===== src/rtl/ledsd_scan_pkg.sv =====
// Shared types and constants for the multiplexed seven-segment LBUS slave.
package ledsd_scan_pkg;

    typedef struct packed {
        logic [3:0] addr;
        logic [7:0] wdata;
    } lb_slave_t;

    localparam logic [3:0] ADDR_DIG0 = 4'd0;
    localparam logic [3:0] ADDR_CTRL = 4'd8;
    localparam logic [3:0] ADDR_DIVL = 4'd9;
    localparam logic [3:0] ADDR_DIVH = 4'd10;
    localparam logic [3:0] ADDR_STAT = 4'd11;

    localparam logic [15:0] DIV_RESET = 16'd999;

    typedef struct packed {
        logic blk_en;
        logic dec;
        logic en;
    } ctrl_t;

    typedef enum logic [1:0] {
        IDLE,
        ON,
        BLANK
    } scan_state_e;

    function automatic logic [2:0] next_idx(input logic [2:0] idx, input int unsigned num);
        return ({29'd0, idx} == num - 1) ? 3'd0 : idx + 3'd1;
    endfunction

endpackage


===== src/rtl/ledsd_hex_decode.sv =====
// Combinational hex nibble to active-high seven-segment pattern, bits[6:0] = g..a.
module ledsd_hex_decode (
    input  logic [3:0] hex,
    output logic [6:0] seg
);

    always_comb begin
        seg = 7'h00;
        case (hex)
            4'h0: seg = 7'h3F;
            4'h1: seg = 7'h06;
            4'h2: seg = 7'h5B;
            4'h3: seg = 7'h4F;
            4'h4: seg = 7'h66;
            4'h5: seg = 7'h6D;
            4'h6: seg = 7'h7D;
            4'h7: seg = 7'h07;
            4'h8: seg = 7'h7F;
            4'h9: seg = 7'h6F;
            4'hA: seg = 7'h77;
            4'hB: seg = 7'h7C;
            4'hC: seg = 7'h39;
            4'hD: seg = 7'h5E;
            4'hE: seg = 7'h79;
            4'hF: seg = 7'h71;
            default: seg = 7'h00;
        endcase
    end

endmodule


===== src/rtl/ledsd_scan_lbus.sv =====
// LBUS slave scanning NUM seven-segment digits over a shared segment bus,
// with per-digit registers, a prescaler and an optional inter-digit blanking gap.
module ledsd_scan_lbus
    import ledsd_scan_pkg::*;
#(
    parameter int NUM       = 4,
    parameter int COM       = 0,
    parameter int BLANK_CYC = 4
) (
    input  logic            lb_clk,
    input  logic            rst,
    input  lb_slave_t       xt_lb,
    input  logic            wsel,
    output logic [7:0]      rdata,
    output logic [7:0]      seg,
    output logic [NUM-1:0]  com
);

    localparam logic [7:0]     SEG_OFF = {8{COM != 0}};
    localparam logic [NUM-1:0] COM_OFF = {NUM{COM == 0}};

    logic [7:0]   dig [NUM];
    ctrl_t        ctrl;
    logic [15:0]  div;

    scan_state_e  state, state_n;
    logic [2:0]   idx, idx_n;
    logic [15:0]  cnt, cnt_n;
    logic [15:0]  bcnt, bcnt_n;
    logic [7:0]   seg_n;
    logic [NUM-1:0] com_n;

    logic [2:0]   cap_idx;
    logic [7:0]   cap_dig;
    logic [6:0]   dec_seg;
    logic [7:0]   pattern;
    logic [7:0]   lit_seg;
    logic [NUM-1:0] com_act;
    logic [NUM-1:0] lit_com;

    always_ff @(posedge lb_clk) begin
        if (rst) begin
            for (int unsigned i = 0; i < NUM; i++) begin
                dig[i] <= '0;
            end
            ctrl <= '0;
            div  <= DIV_RESET;
        end else if (wsel) begin
            for (int unsigned i = 0; i < NUM; i++) begin
                if (xt_lb.addr == ADDR_DIG0 + 4'(i)) begin
                    dig[i] <= xt_lb.wdata;
                end
            end
            case (xt_lb.addr)
                ADDR_CTRL: ctrl      <= ctrl_t'(xt_lb.wdata[2:0]);
                ADDR_DIVL: div[7:0]  <= xt_lb.wdata;
                ADDR_DIVH: div[15:8] <= xt_lb.wdata;
                default: ;
            endcase
        end
    end

    always_comb begin
        rdata = '0;
        for (int unsigned i = 0; i < NUM; i++) begin
            if (xt_lb.addr == ADDR_DIG0 + 4'(i)) begin
                rdata = dig[i];
            end
        end
        case (xt_lb.addr)
            ADDR_CTRL: rdata = {5'b0, ctrl};
            ADDR_DIVL: rdata = div[7:0];
            ADDR_DIVH: rdata = div[15:8];
            ADDR_STAT: rdata = {4'b0, state != IDLE, idx};
            default: ;
        endcase
    end

    // The digit pattern is latched only when ON is entered, so this path always
    // looks at the digit that would be lit next rather than the one lit now.
    always_comb begin
        cap_idx = (state == IDLE) ? 3'd0 : next_idx(idx, NUM);
        cap_dig = '0;
        for (int unsigned i = 0; i < NUM; i++) begin
            if (cap_idx == 3'(i)) begin
                cap_dig = dig[i];
            end
        end
    end

    ledsd_hex_decode u_hex_decode (
        .hex (cap_dig[3:0]),
        .seg (dec_seg)
    );

    always_comb begin
        pattern = ctrl.dec ? {cap_dig[7], dec_seg} : cap_dig;
        lit_seg = (COM != 0) ? ~pattern : pattern;
        com_act = NUM'(1) << cap_idx;
        lit_com = (COM != 0) ? com_act : ~com_act;
    end

    always_ff @(posedge lb_clk) begin
        if (rst) begin
            state <= IDLE;
            idx   <= '0;
            cnt   <= '0;
            bcnt  <= '0;
            seg   <= SEG_OFF;
            com   <= COM_OFF;
        end else begin
            state <= state_n;
            idx   <= idx_n;
            cnt   <= cnt_n;
            bcnt  <= bcnt_n;
            seg   <= seg_n;
            com   <= com_n;
        end
    end

    always_comb begin
        state_n = state;
        idx_n   = idx;
        cnt_n   = cnt;
        bcnt_n  = bcnt;
        seg_n   = seg;
        com_n   = com;
        if (!ctrl.en) begin
            state_n = IDLE;
            idx_n   = '0;
            seg_n   = SEG_OFF;
            com_n   = COM_OFF;
        end else begin
            case (state)
                IDLE: begin
                    state_n = ON;
                    idx_n   = cap_idx;
                    cnt_n   = div;
                    seg_n   = lit_seg;
                    com_n   = lit_com;
                end
                ON: begin
                    if (cnt == '0) begin
                        if (ctrl.blk_en) begin
                            state_n = BLANK;
                            bcnt_n  = 16'(BLANK_CYC - 1);
                            seg_n   = SEG_OFF;
                            com_n   = COM_OFF;
                        end else begin
                            idx_n = cap_idx;
                            cnt_n = div;
                            seg_n = lit_seg;
                            com_n = lit_com;
                        end
                    end else begin
                        cnt_n = cnt - 16'd1;
                    end
                end
                BLANK: begin
                    if (bcnt == '0) begin
                        state_n = ON;
                        idx_n   = cap_idx;
                        cnt_n   = div;
                        seg_n   = lit_seg;
                        com_n   = lit_com;
                    end else begin
                        bcnt_n = bcnt - 16'd1;
                    end
                end
                default: state_n = IDLE;
            endcase
        end
    end

endmodule


===== config.mk =====
export PLATFORM = sky130hd
export DESIGN_NAME = ledsd_scan_lbus
export DESIGN_NICKNAME = d
export VERILOG_FILES = /design/src/rtl/ledsd_scan_pkg.sv /design/src/rtl/ledsd_hex_decode.sv /design/src/rtl/ledsd_scan_lbus.sv
export SDC_FILE = /design/constraint.sdc
export NUM_CORES = 1
export LEC_CHECK = 0
export ABC_AREA = 0
export CAP_MARGIN = 20
export CELL_PAD_IN_SITES_DETAIL_PLACEMENT = 0
export CELL_PAD_IN_SITES_GLOBAL_PLACEMENT = 1
export CORE_ASPECT_RATIO = 1.75
export CORE_MARGIN = 4
export CORE_UTILIZATION = 42
export CTS_CLUSTER_DIAMETER = 150
export DETAILED_ROUTE_END_ITERATION = 8
export PLACE_DENSITY = 0.82
export SYNTH_ARGS = -nofsm -noshare
export SYNTH_HDL_FRONTEND = slang
export SYNTH_SLANG_ARGS = --single-unit

===== constraint.sdc =====
create_clock -name lb_clk -period 2.5 [get_ports lb_clk]
set_input_delay 0.25 -clock lb_clk [delete_from_list [all_inputs] [get_ports lb_clk]]
set_output_delay 0.25 -clock lb_clk [all_outputs]
set_load 0.01 [all_outputs]

==> parameters.txt, run 1 <==
Parameter                              Value

Cells and area
  Nets    687
  Layout cells sized above 1    20.6%
  Diode insertion count for antenna repair    0
  Count of placed standard cells in the final layout, fillers left out    838
  Syn-to-layout area delta    27.8%

Routing
  Number of design rule violations left after detail routing    0
  Antenna violation net count after detailed routing    0
  Detailed Route WL    15200 µm
  Detailed-route wire length per cell    18.1 µm
  First-pass detailed-route iteration total    5
  Initial drt markers    192
  Total number of vias    4759
  Number of vias per cell after detailed routing    5.68

Global route
  Global-route wire length before repair    24100 µm
  Largest net degree at the start of global routing    37
  GRT overflow    0
  Initial antenna violation count    0
  Total Routing Usage GR    21.0%
  Via count of the first global-routing pass    4765

Floorplanning
  Die Span X    93.5 µm
  Die Span Y    158 µm
  Boundary Pins    35
  Placeable core area    12500 µm²
  Die Area    14700 µm²
  Effective utilization at floorplan    43.0%
  Cell row count    54

STA
  Transition at the pin with the smallest max-transition slack    0.538 ns
  Total count of max-transition violations in the final report    0
  Smallest hold slack    0.462 ns
  Worst slew margin    64.0%
  Maximum clock skew at final layout    0.0104 ns
  Final worst path period need    2.47 ns
  Hold violation total from the final report    0
  Setup Viol. Count Final    0
  Highest clock rate    405 MHz
  Setup repair after global routing missed its margin    true
  Fraction of the cycle the final worst path needs    98.6%

Hold path
  Worst hold-check path type    reg -> reg
  Hold Path Stages    2

Synth
  Synthesis warning total    0
  Avg Inst Size Synth    9.30 µm²
  Number of register bits inferred by synthesis    100
  Proportion of register bits with asynchronous set or reset after synthesis    0%
  Post-Syn Instances    577
  Proportion of synthesized chip area in sequential cells    43.3%
  Cell area after synthesis    5370 µm²
  Prevailing post-synth register cell    sky130_fd_sc_hd__dfxtp_1
  Count of flip-flops with a built-in enable after synthesis    32
  Post-synthesis cell type count    60
  Post-Synthesis Net Count    599

Clock network
  Number of CTS-inserted buffers    9
  Clock insertion delay at the later pin of the skew report    0.35 ns
  Worst-case clock buffer depth    2
  Clock input transition at the sequential cells of the worst setup and hold paths    0.07 ns
  Cell at the root of the clock tree    sky130_fd_sc_hd__clkbuf_16
  Clock Sinks    100
  CTS tree    yes
  H-tree depth    3
  Count of hold buffers inserted by post-cts repair    0

Placement
  Cell total after placement    812
  Number of buffer cells added on primary ports    34
  Post-detail-place hpwl    11500 µm
  RePlAce Congestion    0.899

Setup path
  Critical Path Sink Type    flop
  Reg2Reg Depth    7
  Maximum fanout along the worst path    7
  Slowest cell on crit path    sky130_fd_sc_hd__or4_4
  Number of logic stages on the critical path including buffering    7
  Data required, critical path    2.78 ns
  Endpoint arrival time on the critical path    2.74 ns
  Cell family with the largest share of critical-path delay    simple AND/OR/NAND/NOR gates
  Cell seen most often among critical-path stages    sky130_fd_sc_hd__or4_4
  Start-to-end type of the worst setup path    reg -> reg
  Count of buffer and inverter cells on the critical path    0
  Crit path launch type    flop
  Delay contributed by the slowest stage of the critical path    0.55 ns
  Cell-by-cell listing of the critical path    or4_4 > nor3_4 > nand3_2 > a21bo_2 > or4_4 > or3_1 > a21oi_1

Power
  Switching part of the total power    24.1%
  Power spent charging and discharging nets    0.840 mW
  VDD IR max    0.262 mV
  Total power per unit cell area    509 nW/µm²
  Fraction of power consumed by sequential logic    49.9%
  Clk network pwr share    40.0%
  Static leakage    2.71 nW
  Internal power of the cells    2.65 mW
  Combinational cell fraction of total power    10.1%

Flow run
  Count of max-cap constraint violations    0

Outcome
  Outcome    complete, no violations
## stage by stage
stage	util [%]	total power, mW	cell area, µm²	setup TNS, ns	worst slack (ns)
global placement	50.8	2.11	6350	-0.513	-0.178
floorplan	-	1.96	5390	0	0.000971
finish	54.9	3.49	6860	0	0.0338
global route	54.9	3.61	6860	-0.281	-0.0780
CTS	53.5	3.51	6690	-0.0580	-0.0394
detailed placement	50.8	2.12	6350	-0.613	-0.162
## sequential cells by signal, indices dropped and copies added (netlist names)
| signal | count |
|---|---|
| idx | 3 |
| state | 2 |
| ctrl | 3 |
| div | 16 |
| dig | 32 |
| cnt | 16 |
| com | 4 |
| seg | 8 |
| bcnt | 16 |
## kinds of logic after synthesis
group | Yosys count | share of synthesized area (%)
fa+ha+maj | 7 | 1.63
buf+inv | 43 | 3.26
flops | 100 | 43.3
compound gates | 137 | 17.7
simple gates | 240 | 22.5
mux | 37 | 9.46
xor+xnor | 13 | 2.12
## layout by cell type (no fill, tap or decap), drive strengths merged, types with 6 or more instances in the layout
cell type / count
a22oi: 17
dlymetal6s2s: 6
and2: 36
a21oi: 20
o31ai: 9
clkdlybuf4s50: 27
inv: 9
nor4: 9
nand2b: 7
o21ai: 31
clkbuf: 10
nor2: 83
buf: 76
a211o: 9
mux4: 11
edfxtp: 32
nand3: 13
ha: 7
mux2i: 26
nor2b: 15
xnor2: 13
nor3: 20
nand2: 39
a211oi: 7
dfxtp: 68
## tightest hold or removal path: stages, from the launching register on
cell and delay [ns]:
sky130_fd_sc_hd__dfxtp_1 0.31, sky130_fd_sc_hd__nand2_1 0.05, sky130_fd_sc_hd__a21oi_1 0.05
## synthesized netlist by cell type (13+ instances only)
master / count / area [µm²]
sky130_fd_sc_hd__a21oi_1: 20 / 100
sky130_fd_sc_hd__nand2_1: 39 / 146
sky130_fd_sc_hd__and2_1: 36 / 225
sky130_fd_sc_hd__clkbuf_1: 25 / 93.8
sky130_fd_sc_hd__nor3_1: 16 / 80.1
sky130_fd_sc_hd__dfxtp_1: 68 / 1360
sky130_fd_sc_hd__o21ai_0: 30 / 150
sky130_fd_sc_hd__xnor2_1: 13 / 114
sky130_fd_sc_hd__nor2b_1: 15 / 93.8
sky130_fd_sc_hd__nor2_1: 83 / 312
sky130_fd_sc_hd__a22oi_1: 17 / 128
sky130_fd_sc_hd__mux2i_1: 26 / 260
sky130_fd_sc_hd__edfxtp_1: 32 / 961
## area by class of cell
cell class,count,area (µm²)
clock buffer,9,225
clock inverter,7,67.6
fill,1131,5640
inverter,9,33.8
multi-input combinational,434,3000
sequential,100,2320
tap,168,210
timing repair buffer,111,1000
## layer usage
| layer | GRT usage, % | up-vias | wire length, µm |
|---|---|---|---|
| met3 | 2.97 | 37 | 423 |
| met1 | 21.9 | 2329 | 5790 |
| met2 | 40.4 | 104 | 8420 |
| met4 | 9.71 | 0 | 536 |
| li1 | - | 2289 | - |
| met5 | 0 | - | 0 |
## final timing paths
check,startpoint,slack (ns),end
worst max-delay path,cnt[13],0.03,bcnt[7]
worst min-delay path,seg[1],0.46,seg[1]
worst max register to register,cnt[13],0.03,bcnt[7]
worst min register to register,seg[1],0.46,seg[1]
## power groups by stage
stage | registers, mW | clock network, mW | logic, mW
3_5_place_dp | 1.78 | 0 | 0.340
5_1_grt | 1.74 | 1.48 | 0.381
4_1_cts | 1.74 | 1.43 | 0.344
6_report | 1.74 | 1.40 | 0.353
2_1_floorplan | 1.76 | 0 | 0.198
3_3_place_gp | 1.77 | 0 | 0.337
## repair_timing
| action | CTS | global route |
|---|---|---|
| cloned | 0 | 1 |
| setup buffers | 2 | 7 |
| endpoints found under the setup margin | 12 | 37 |
| pin swaps | 4 | 8 |
| gates resized for setup | 6 | 27 |
Note: power is estimated with default switching activity, not from simulation.
==> inputs of run 2 (changes only) <==
--- a/config.mk
+++ b/config.mk
@@ -14,7 +14,8 @@
 export CORE_UTILIZATION = 42
 export CTS_CLUSTER_DIAMETER = 150
 export DETAILED_ROUTE_END_ITERATION = 8
-export PLACE_DENSITY = 0.82
+export PLACE_DENSITY = 0.81
 export SYNTH_ARGS = -nofsm -noshare
 export SYNTH_HDL_FRONTEND = slang
+export SYNTH_HIERARCHICAL = 1
 export SYNTH_SLANG_ARGS = --single-unit
==> run 2 against run 1 <==
  * The run now ends with negative setup slack left
  * Critical path depth is 5 higher
  * Worst hold slack lost 0.098 ns
  * Area after synthesis up 8.4%
  * Maximum frequency is 8.1% lower
  * Power rose by 2.4%
  * Global-route usage shrank 0.16 points
  * First-iteration DRC count is 37% higher
  * Via count is 9.2% higher
  * Sequential share of layout area down 2.3 points
  * Clock power about the same
  * Die area rose by 7.9%
==> parameters.txt, run 2 <==
Parameter                              Value

Hold path
  Launch instance of the worst min-delay path    rst (was seg[1])
  Worst hold-check path type    in -> reg (was reg -> reg)

STA
  Fraction of the cycle the final worst path needs    107% (was 98.6%)
  Transition at the pin with the smallest max-transition slack    0.631 ns (was 0.538 ns)
  Maximum clock skew at final layout    0.00715 ns (was 0.0104 ns)
  Worst slew margin    57.5% (was 64.0%)
  Setup repair after global routing missed its margin    true (unchanged)
  Highest clock rate    373 MHz (was 405 MHz)
  Min setup slack post-route    -0.183 ns (was 0.0338 ns)
  Total count of max-transition violations in the final report    0 (unchanged)
  Hold violation total from the final report    0 (unchanged)
  Smallest hold slack    0.364 ns (was 0.462 ns)
  Setup Viol. Count Final    4 (was 0)
  Final worst path period need    2.68 ns (was 2.47 ns)
  Setup TNS after final layout    -0.438 ns (was 0 ns)

Cells and area
  Number of filler instances in the final layout    1209 (was 1131)
  Sequential cell area in the final layout    2330 µm² (was 2320 µm²)
  Layout cells sized above 1    22.4% (was 20.6%)
  Nets    745 (was 687)
  Syn-to-layout area delta    26.7% (was 27.8%)
  Total area of multi-input combinational cells    3450 µm² (was 3000 µm²)
  Commonest non-fill, non-tap cell in the layout    sky130_fd_sc_hd__buf_4 (was sky130_fd_sc_hd__nor2_1)
  Post-layout instance area    7380 µm² (was 6860 µm²)
  Register with the highest flop count    dig (unchanged)
  Leading cell types in the layout, fill and taps excluded    sky130_fd_sc_hd__buf_4, sky130_fd_sc_hd__dfxtp_1, sky130_fd_sc_hd__nand2_1 (was sky130_fd_sc_hd__nor2_1, sky130_fd_sc_hd__buf_4, sky130_fd_sc_hd__dfxtp_1)
  Largest register FFs    32 (unchanged)
  Core occupancy in the finished layout    54.6% (was 54.9%)
  Count of placed standard cells in the final layout, fillers left out    898 (was 838)
  Diode insertion count for antenna repair    0 (unchanged)

Global route
  Initial antenna violation count    0 (unchanged)
  Global-route wire length before repair    26400 µm (was 24100 µm)
  Total Routing Usage GR    20.8% (was 21.0%)
  Largest net degree at the start of global routing    41 (was 37)
  GRT overflow    0 (unchanged)
  Via count of the first global-routing pass    5211 (was 4765)

Power
  Final Total Pwr    3.57 mW (was 3.49 mW)
  Total power per unit cell area    484 nW/µm² (was 509 nW/µm²)
  Power spent charging and discharging nets    0.874 mW (was 0.840 mW)
  Clk network pwr share    38.8% (was 40.0%)
  VDD IR max    0.273 mV (was 0.262 mV)
  Internal power of the cells    2.70 mW (was 2.65 mW)
  Switching part of the total power    24.5% (was 24.1%)
  Combinational cell fraction of total power    12.4% (was 10.1%)
  Fraction of power consumed by sequential logic    48.9% (was 49.9%)
  Static leakage    2.88 nW (was 2.71 nW)

Synth
  Leading post-synthesis cells by cell area    sky130_fd_sc_hd__dfxtp_1, sky130_fd_sc_hd__edfxtp_1, sky130_fd_sc_hd__mux2i_1, sky130_fd_sc_hd__nand2_1, sky130_fd_sc_hd__and2_1 (was sky130_fd_sc_hd__dfxtp_1, sky130_fd_sc_hd__edfxtp_1, sky130_fd_sc_hd__nor2_1, sky130_fd_sc_hd__mux2i_1, sky130_fd_sc_hd__mux4_2)
  Count of flip-flops with a built-in enable after synthesis    32 (unchanged)
  Proportion of register bits with asynchronous set or reset after synthesis    0% (unchanged)
  Proportion of synthesized chip area in sequential cells    39.9% (was 43.3%)
  Most frequent cells after synthesis    sky130_fd_sc_hd__dfxtp_1, sky130_fd_sc_hd__nand2_1, sky130_fd_sc_hd__mux2i_1 (was sky130_fd_sc_hd__nor2_1, sky130_fd_sc_hd__dfxtp_1, sky130_fd_sc_hd__nand2_1)
  Most frequent cell after synthesis    sky130_fd_sc_hd__dfxtp_1 (was sky130_fd_sc_hd__nor2_1)
  Post-synthesis cell type count    68 (was 60)
  Synthesis warning total    6 (was 0)
  Number of register bits inferred by synthesis    100 (unchanged)
  Post-Synthesis Net Count    658 (was 599)
  Share of Yosys cell area claimed by the top area cell type    23.4% (was 25.4%)
  Post-Syn Instances    632 (was 577)
  Avg Inst Size Synth    9.21 µm² (was 9.30 µm²)
  Cell type with the highest aggregate area in the netlist    sky130_fd_sc_hd__dfxtp_1 (unchanged)
  Prevailing post-synth register cell    sky130_fd_sc_hd__dfxtp_1 (unchanged)
  Cell area after synthesis    5820 µm² (was 5370 µm²)

Routing
  Antenna violation net count after detailed routing    0 (unchanged)
  Detailed Route WL    17100 µm (was 15200 µm)
  Total number of vias    5196 (was 4759)
  Number of design rule violations left after detail routing    0 (unchanged)
  Initial drt markers    263 (was 192)
  Number of vias per cell after detailed routing    5.79 (was 5.68)
  First-pass detailed-route iteration total    5 (unchanged)
  Detailed-route wire length per cell    19.1 µm (was 18.1 µm)

Clock network
  Number of CTS-inserted buffers    9 (unchanged)
  Clock insertion delay at the later pin of the skew report    0.34 ns (was 0.35 ns)
  H-tree depth    3 (unchanged)
  Worst-case clock buffer depth    2 (unchanged)
  Clock Sinks    100 (unchanged)
  Clock input transition at the sequential cells of the worst setup and hold paths    0.07 ns (about the same)
  CTS tree    yes (unchanged)
  Cell at the root of the clock tree    sky130_fd_sc_hd__clkbuf_16 (unchanged)
  Count of hold buffers inserted by post-cts repair    0 (unchanged)

Setup path
  Critical path destination    seg[3] (was bcnt[7])
  FF-to-FF Start    idx[0] (was cnt[13])
  Critical Path Sink Type    flop (unchanged)
  Setup slack, reg-to-reg    -0.18 ns (was 0.03 ns)
  Cell family with the largest share of critical-path delay    simple AND/OR/NAND/NOR gates (unchanged)
  Endpoint arrival time on the critical path    2.89 ns (was 2.74 ns)
  Reg2reg end    seg[3] (was bcnt[7])
  Maximum fanout along the worst path    4 (was 7)
  Data required, critical path    2.71 ns (was 2.78 ns)
  Worst setup path startpoint    idx[0] (was cnt[13])
  Slowest cell on crit path    sky130_fd_sc_hd__mux4_2 (was sky130_fd_sc_hd__or4_4)
  Reg2Reg Depth    12 (was 7)
  Start-to-end type of the worst setup path    reg -> reg (unchanged)
  Cell-by-cell listing of the critical path    ha_4 > xnor2_2 > nor4b_4 > a22oi_2 > a21oi_4 > buf_4 > ha_2 > inv_1 > mux4_2 > nand2b_4 > o31ai_4 > o32ai_2 (was or4_4 > nor3_4 > nand3_2 > a21bo_2 > or4_4 > or3_1 > a21oi_1)
  Delay contributed by the slowest stage of the critical path    0.47 ns (was 0.55 ns)
  Crit path launch type    flop (unchanged)
  Number of logic stages on the critical path including buffering    12 (was 7)
  Count of buffer and inverter cells on the critical path    2 (was 0)

Floorplanning
  Boundary Pins    35 (unchanged)
  Die Span Y    164 µm (was 158 µm)
  Die Span X    97 µm (was 93.5 µm)
  Die Area    15900 µm² (was 14700 µm²)
  Placeable core area    13500 µm² (was 12500 µm²)
  Effective utilization at floorplan    43.1% (was 43.0%)
  Cell row count    56 (was 54)

Placement
  Number of buffer cells added on primary ports    34 (unchanged)
  RePlAce Congestion    0.864 (was 0.899)
  Post-detail-place hpwl    12600 µm (was 11500 µm)
  Placement-stage cell area    6820 µm² (was 6350 µm²)
  Cell total after placement    867 (was 812)
  Post-placement worst setup slack    -0.136 ns (was -0.162 ns)

Flow run
  Count of max-cap constraint violations    0 (unchanged)

Outcome
  Violations in the final reports    negative setup slack
  Outcome    finished with violations (was complete, no violations)
## run 2: cell count changes after synthesis, sizes merged, moves of 12 or more
cell    before  now
nor2        83   39
nand2b       7   32
o21ai       31   11
nand2       39   57
o32ai        3   21
inv          9   25
a211oi       7   22
mux2i       26   40
nand3b       1   13
## run 2: area by class of cell
| class | count | share of cell area [%] |
|---|---|---|
| Clock buffer | 9 | 3.05 |
| Clock inverter | 7 | 0.882 |
| Inverter | 25 | 1.27 |
| Multi-Input combinational cell | 465 | 46.8 |
| Sequential cell | 100 | 31.5 |
| Tap cell | 174 | 2.95 |
| Timing Repair Buffer | 118 | 13.5 |
## run 2: repair_timing
item / CTS / global route
cloned: 0 / 1
endpoints found under the setup margin: 9 / 13
resized for setup: 12 / 26
setup buffers: 8 / 7
pin swaps: 6 / 16
## run 2: cell families (layout without fill, tap and decap cells)
family,count (synthesis),count (layout),synth area share (%)
simple gates,256,256,24.3
buf+inv,67,159,4.68
mux,52,52,10.3
flops,100,100,39.9
xor+xnor,6,6,0.903
fa+ha+maj,11,11,2.36
compound gates,140,140,17.6
## run 2: worst min-delay path by stage
stage	endpoint	slack, ns	cells past startpoint
finish	bcnt[0]	0.36	2
global route	div[12]	0.38	2
detailed placement	seg[7]	0.45	2
CTS	div[14]	0.35	2
floorplan	div[2]	0.37	2
global placement	seg[0]	0.44	2
## run 2: power groups by stage
| stage | Clock, mW | Sequential (mW) | Combinational, mW |
|---|---|---|---|
| floorplan | 0 | 1.77 | 0.237 |
| global placement | 0 | 1.78 | 0.393 |
| detailed placement | 0 | 1.78 | 0.401 |
| CTS | 1.40 | 1.74 | 0.409 |
| global route | 1.46 | 1.75 | 0.474 |
| finish | 1.39 | 1.75 | 0.443 |
## run 2: per-layer routing
layer  share of wire [%]  vias to the layer above  global-route usage (%)
li1                    -                     2505                       -
met1                  37                     2524                    21.6
met2                  56                      113                    40.7
met3                 2.4                       54                    2.42
met4                 4.7                        0                    10.5
met5                   0                        -                       0
==> inputs of run 3 (changes only) <==
--- a/config.mk
+++ b/config.mk
@@ -11,10 +11,10 @@
 export CELL_PAD_IN_SITES_GLOBAL_PLACEMENT = 1
 export CORE_ASPECT_RATIO = 1.75
 export CORE_MARGIN = 4
-export CORE_UTILIZATION = 42
+export CORE_UTILIZATION = 35
 export CTS_CLUSTER_DIAMETER = 150
 export DETAILED_ROUTE_END_ITERATION = 8
-export PLACE_DENSITY = 0.81
+export PLACE_DENSITY = 0.68
 export SYNTH_ARGS = -nofsm -noshare
 export SYNTH_HDL_FRONTEND = slang
 export SYNTH_HIERARCHICAL = 1
==> constraint.sdc (replaced) <==
create_clock -name lb_clk -period 3.4 [get_ports lb_clk]
set_input_delay 0.34 -clock lb_clk [delete_from_list [all_inputs] [get_ports lb_clk]]
set_output_delay 0.34 -clock lb_clk [all_outputs]
set_load 0.01 [all_outputs]
==> run 3 against run 2 <==
  * The run now ends clean
  * Count of clock-buffer cells in the layout up 1
  * Combinational power down 39%
  * Die area grew 19%
  * Critical path depth fell by 6
  * Sequential share of layout area up 2.8 points
  * Clock skew grew 0.0037 ns
  * Largest cell class unchanged
==> parameters.txt, run 3 (same netlist as run 2, synthesis figures left out) <==
Parameter                              Value

Outcome
  Outcome    complete, no violations (was finished with violations)

Clock network
  CTS resizes    0 (was 12)
  Clock Sinks    100 (unchanged)
  Number of CTS-inserted buffers    9 (unchanged)
  Setup Buffers After CTS    0 (was 8)
  H-tree depth    3 (unchanged)
  Clock input transition at the sequential cells of the worst setup and hold paths    0.07 ns (about the same)
  Count of hold buffers inserted by post-cts repair    0 (unchanged)
  Cell at the root of the clock tree    sky130_fd_sc_hd__clkbuf_16 (unchanged)
  CTS tree    yes (unchanged)
  Clock insertion delay at the later pin of the skew report    0.34 ns (about the same)
  Worst-case clock buffer depth    2 (unchanged)

Hold path
  Worst hold-check path type    in -> reg (unchanged)
  Launch instance of the worst min-delay path    rst (unchanged)
  WHS Endpoint    state[0] (was bcnt[0])
  Hold Path Stages    2 (unchanged)

Routing
  Detailed Route WL    16400 µm (was 17100 µm)
  Total number of vias    4820 (was 5196)
  First-pass detailed-route iteration total    5 (unchanged)
  Number of design rule violations left after detail routing    0 (unchanged)
  Initial drt markers    186 (was 263)
  Number of vias per cell after detailed routing    5.40 (was 5.79)
  Antenna violation net count after detailed routing    0 (unchanged)
  Detailed-route wire length per cell    18.4 µm (was 19.1 µm)

Placement
  Post-placement worst setup slack    0.323 ns (was -0.136 ns)
  RePlAce Congestion    0.837 (was 0.864)
  Post-detail-place hpwl    12600 µm (about the same)
  Number of buffer cells added on primary ports    34 (unchanged)
  Cell total after placement    875 (was 867)
  Placement-stage cell area    6470 µm² (was 6820 µm²)

Cells and area
  Largest register FFs    32 (unchanged)
  Sequential cell area in the final layout    2320 µm² (was 2330 µm²)
  Nets    689 (was 745)
  Layout cells sized above 1    10.2% (was 22.4%)
  Number of filler instances in the final layout    1620 (was 1209)
  Register with the highest flop count    dig (unchanged)
  Total area of multi-input combinational cells    3230 µm² (was 3450 µm²)
  Post-layout instance area    6770 µm² (was 7380 µm²)
  Diode insertion count for antenna repair    0 (unchanged)
  Count of placed standard cells in the final layout, fillers left out    892 (was 898)
  Syn-to-layout area delta    16.2% (was 26.7%)
  Leading cell types in the layout, fill and taps excluded    sky130_fd_sc_hd__dfxtp_1, sky130_fd_sc_hd__nand2_1, sky130_fd_sc_hd__mux2i_1 (was sky130_fd_sc_hd__buf_4, sky130_fd_sc_hd__dfxtp_1, sky130_fd_sc_hd__nand2_1)
  Commonest non-fill, non-tap cell in the layout    sky130_fd_sc_hd__dfxtp_1 (was sky130_fd_sc_hd__buf_4)
  Core occupancy in the finished layout    41.3% (was 54.6%)

STA
  Setup repair after global routing missed its margin    false (was true)
  Smallest hold slack    0.419 ns (was 0.364 ns)
  Min setup slack post-route    0.297 ns (was -0.183 ns)
  Transition at the pin with the smallest max-transition slack    0.662 ns (was 0.631 ns)
  Worst slew margin    55.4% (was 57.5%)
  Setup TNS after final layout    0 ns (was -0.438 ns)
  Setup Viol. Count Final    0 (was 4)
  Total count of max-transition violations in the final report    0 (unchanged)
  Maximum clock skew at final layout    0.0108 ns (was 0.00715 ns)
  Highest clock rate    322 MHz
  Final worst path period need    3.10 ns
  Fraction of the cycle the final worst path needs    91.3%
  Hold violation total from the final report    0 (unchanged)

Setup path
  Maximum fanout along the worst path    12 (was 4)
  Data required, critical path    3.06 ns (was 2.71 ns)
  Start-to-end type of the worst setup path    in -> out (was reg -> reg)
  Critical Path Sink Type    primary output (was flop)
  Endpoint arrival time on the critical path    2.76 ns (was 2.89 ns)
  Reg2Reg Depth    11 (was 12)
  Setup slack, reg-to-reg    0.31 ns (was -0.18 ns)
  FF-to-FF Start    idx[1] (was idx[0])
  Crit path launch type    input pin (was flop)
  Reg2reg end    seg[3] (unchanged)

Global route
  Global-route wire length before repair    26500 µm (was 26400 µm)
  Initial antenna violation count    0 (unchanged)
  Largest net degree at the start of global routing    41 (unchanged)
  Via count of the first global-routing pass    4882 (was 5211)
  GRT overflow    0 (unchanged)
  Total Routing Usage GR    17.8% (was 20.8%)

Power
  Final Total Pwr    2.58 mW (was 3.57 mW)
  Static leakage    2.50 nW (was 2.88 nW)
  VDD IR max    0.206 mV (was 0.273 mV)
  Total power per unit cell area    382 nW/µm² (was 484 nW/µm²)

Floorplanning
  Die Span Y    179 µm (was 164 µm)
  Boundary Pins    35 (unchanged)
  Die Area    18800 µm² (was 15900 µm²)
  Cell row count    62 (was 56)
  Effective utilization at floorplan    35.6% (was 43.1%)
  Placeable core area    16400 µm² (was 13500 µm²)
  Die Span X    105 µm (was 97 µm)

Flow run
  Count of max-cap constraint violations    0 (unchanged)
[run 3: cell count changes in the layout (fill, tap and decap cells not counted), sizes merged]
cell	before	now
clkdlybuf4s50	27	33
clkinvlp	1	2
dlymetal6s2s	3	0
clkbuf	9	10
clkinv	4	2
buf	85	29
dlygate4sd2	3	0
[run 3: where the power goes]
part	total [mW]	leakage [nW]	switching (mW)	internal, mW
sequential	1.28	0.855	0.0220	1.26
clock	1.03	0.137	0.463	0.572
combinational	0.269	1.51	0.146	0.123
total	2.58	2.50	0.630	1.95
[run 3: worst max-delay path: stages]
cell                              delay [ns]
sky130_fd_sc_hd__clkdlybuf4s50_1        0.75
sky130_fd_sc_hd__buf_4                  0.28
sky130_fd_sc_hd__and3_1                 0.41
sky130_fd_sc_hd__a2bb2oi_1              0.13
sky130_fd_sc_hd__a31oi_1                0.26
sky130_fd_sc_hd__clkdlybuf4s50_1        0.60
[run 3: how the worst max path moves through the flow]
stage	start	end	slack, ns	depth (start not counted)
floorplan	idx[0]	seg[3]	0.16	12
global placement	idx[1]	seg[3]	0.38	12
detailed placement	idx[1]	seg[3]	0.32	11
CTS	idx[1]	seg[3]	0.30	12
global route	idx[1]	seg[3]	0.04	12
finish	xt_lb[9]	rdata[3]	0.30	6
[run 3: layout make-up]
class / instances / share of cell area, %
Clock inverter: 6 / 0.943
Inverter: 25 / 1.39
Timing Repair Buffer: 62 / 8.06
Sequential cell: 100 / 34.3
Multi-Input combinational cell: 465 / 47.8
Tap cell: 224 / 4.14
Clock buffer: 10 / 3.38
[run 3: layer usage]
| metal | share of wire, % | global-route usage (%) |
|---|---|---|
| met4 | 0.96 | 4.05 |
| met3 | 1.9 | 1.88 |
| met2 | 59 | 36.7 |
| met1 | 38 | 19.0 |
| met5 | 0 | 0 |
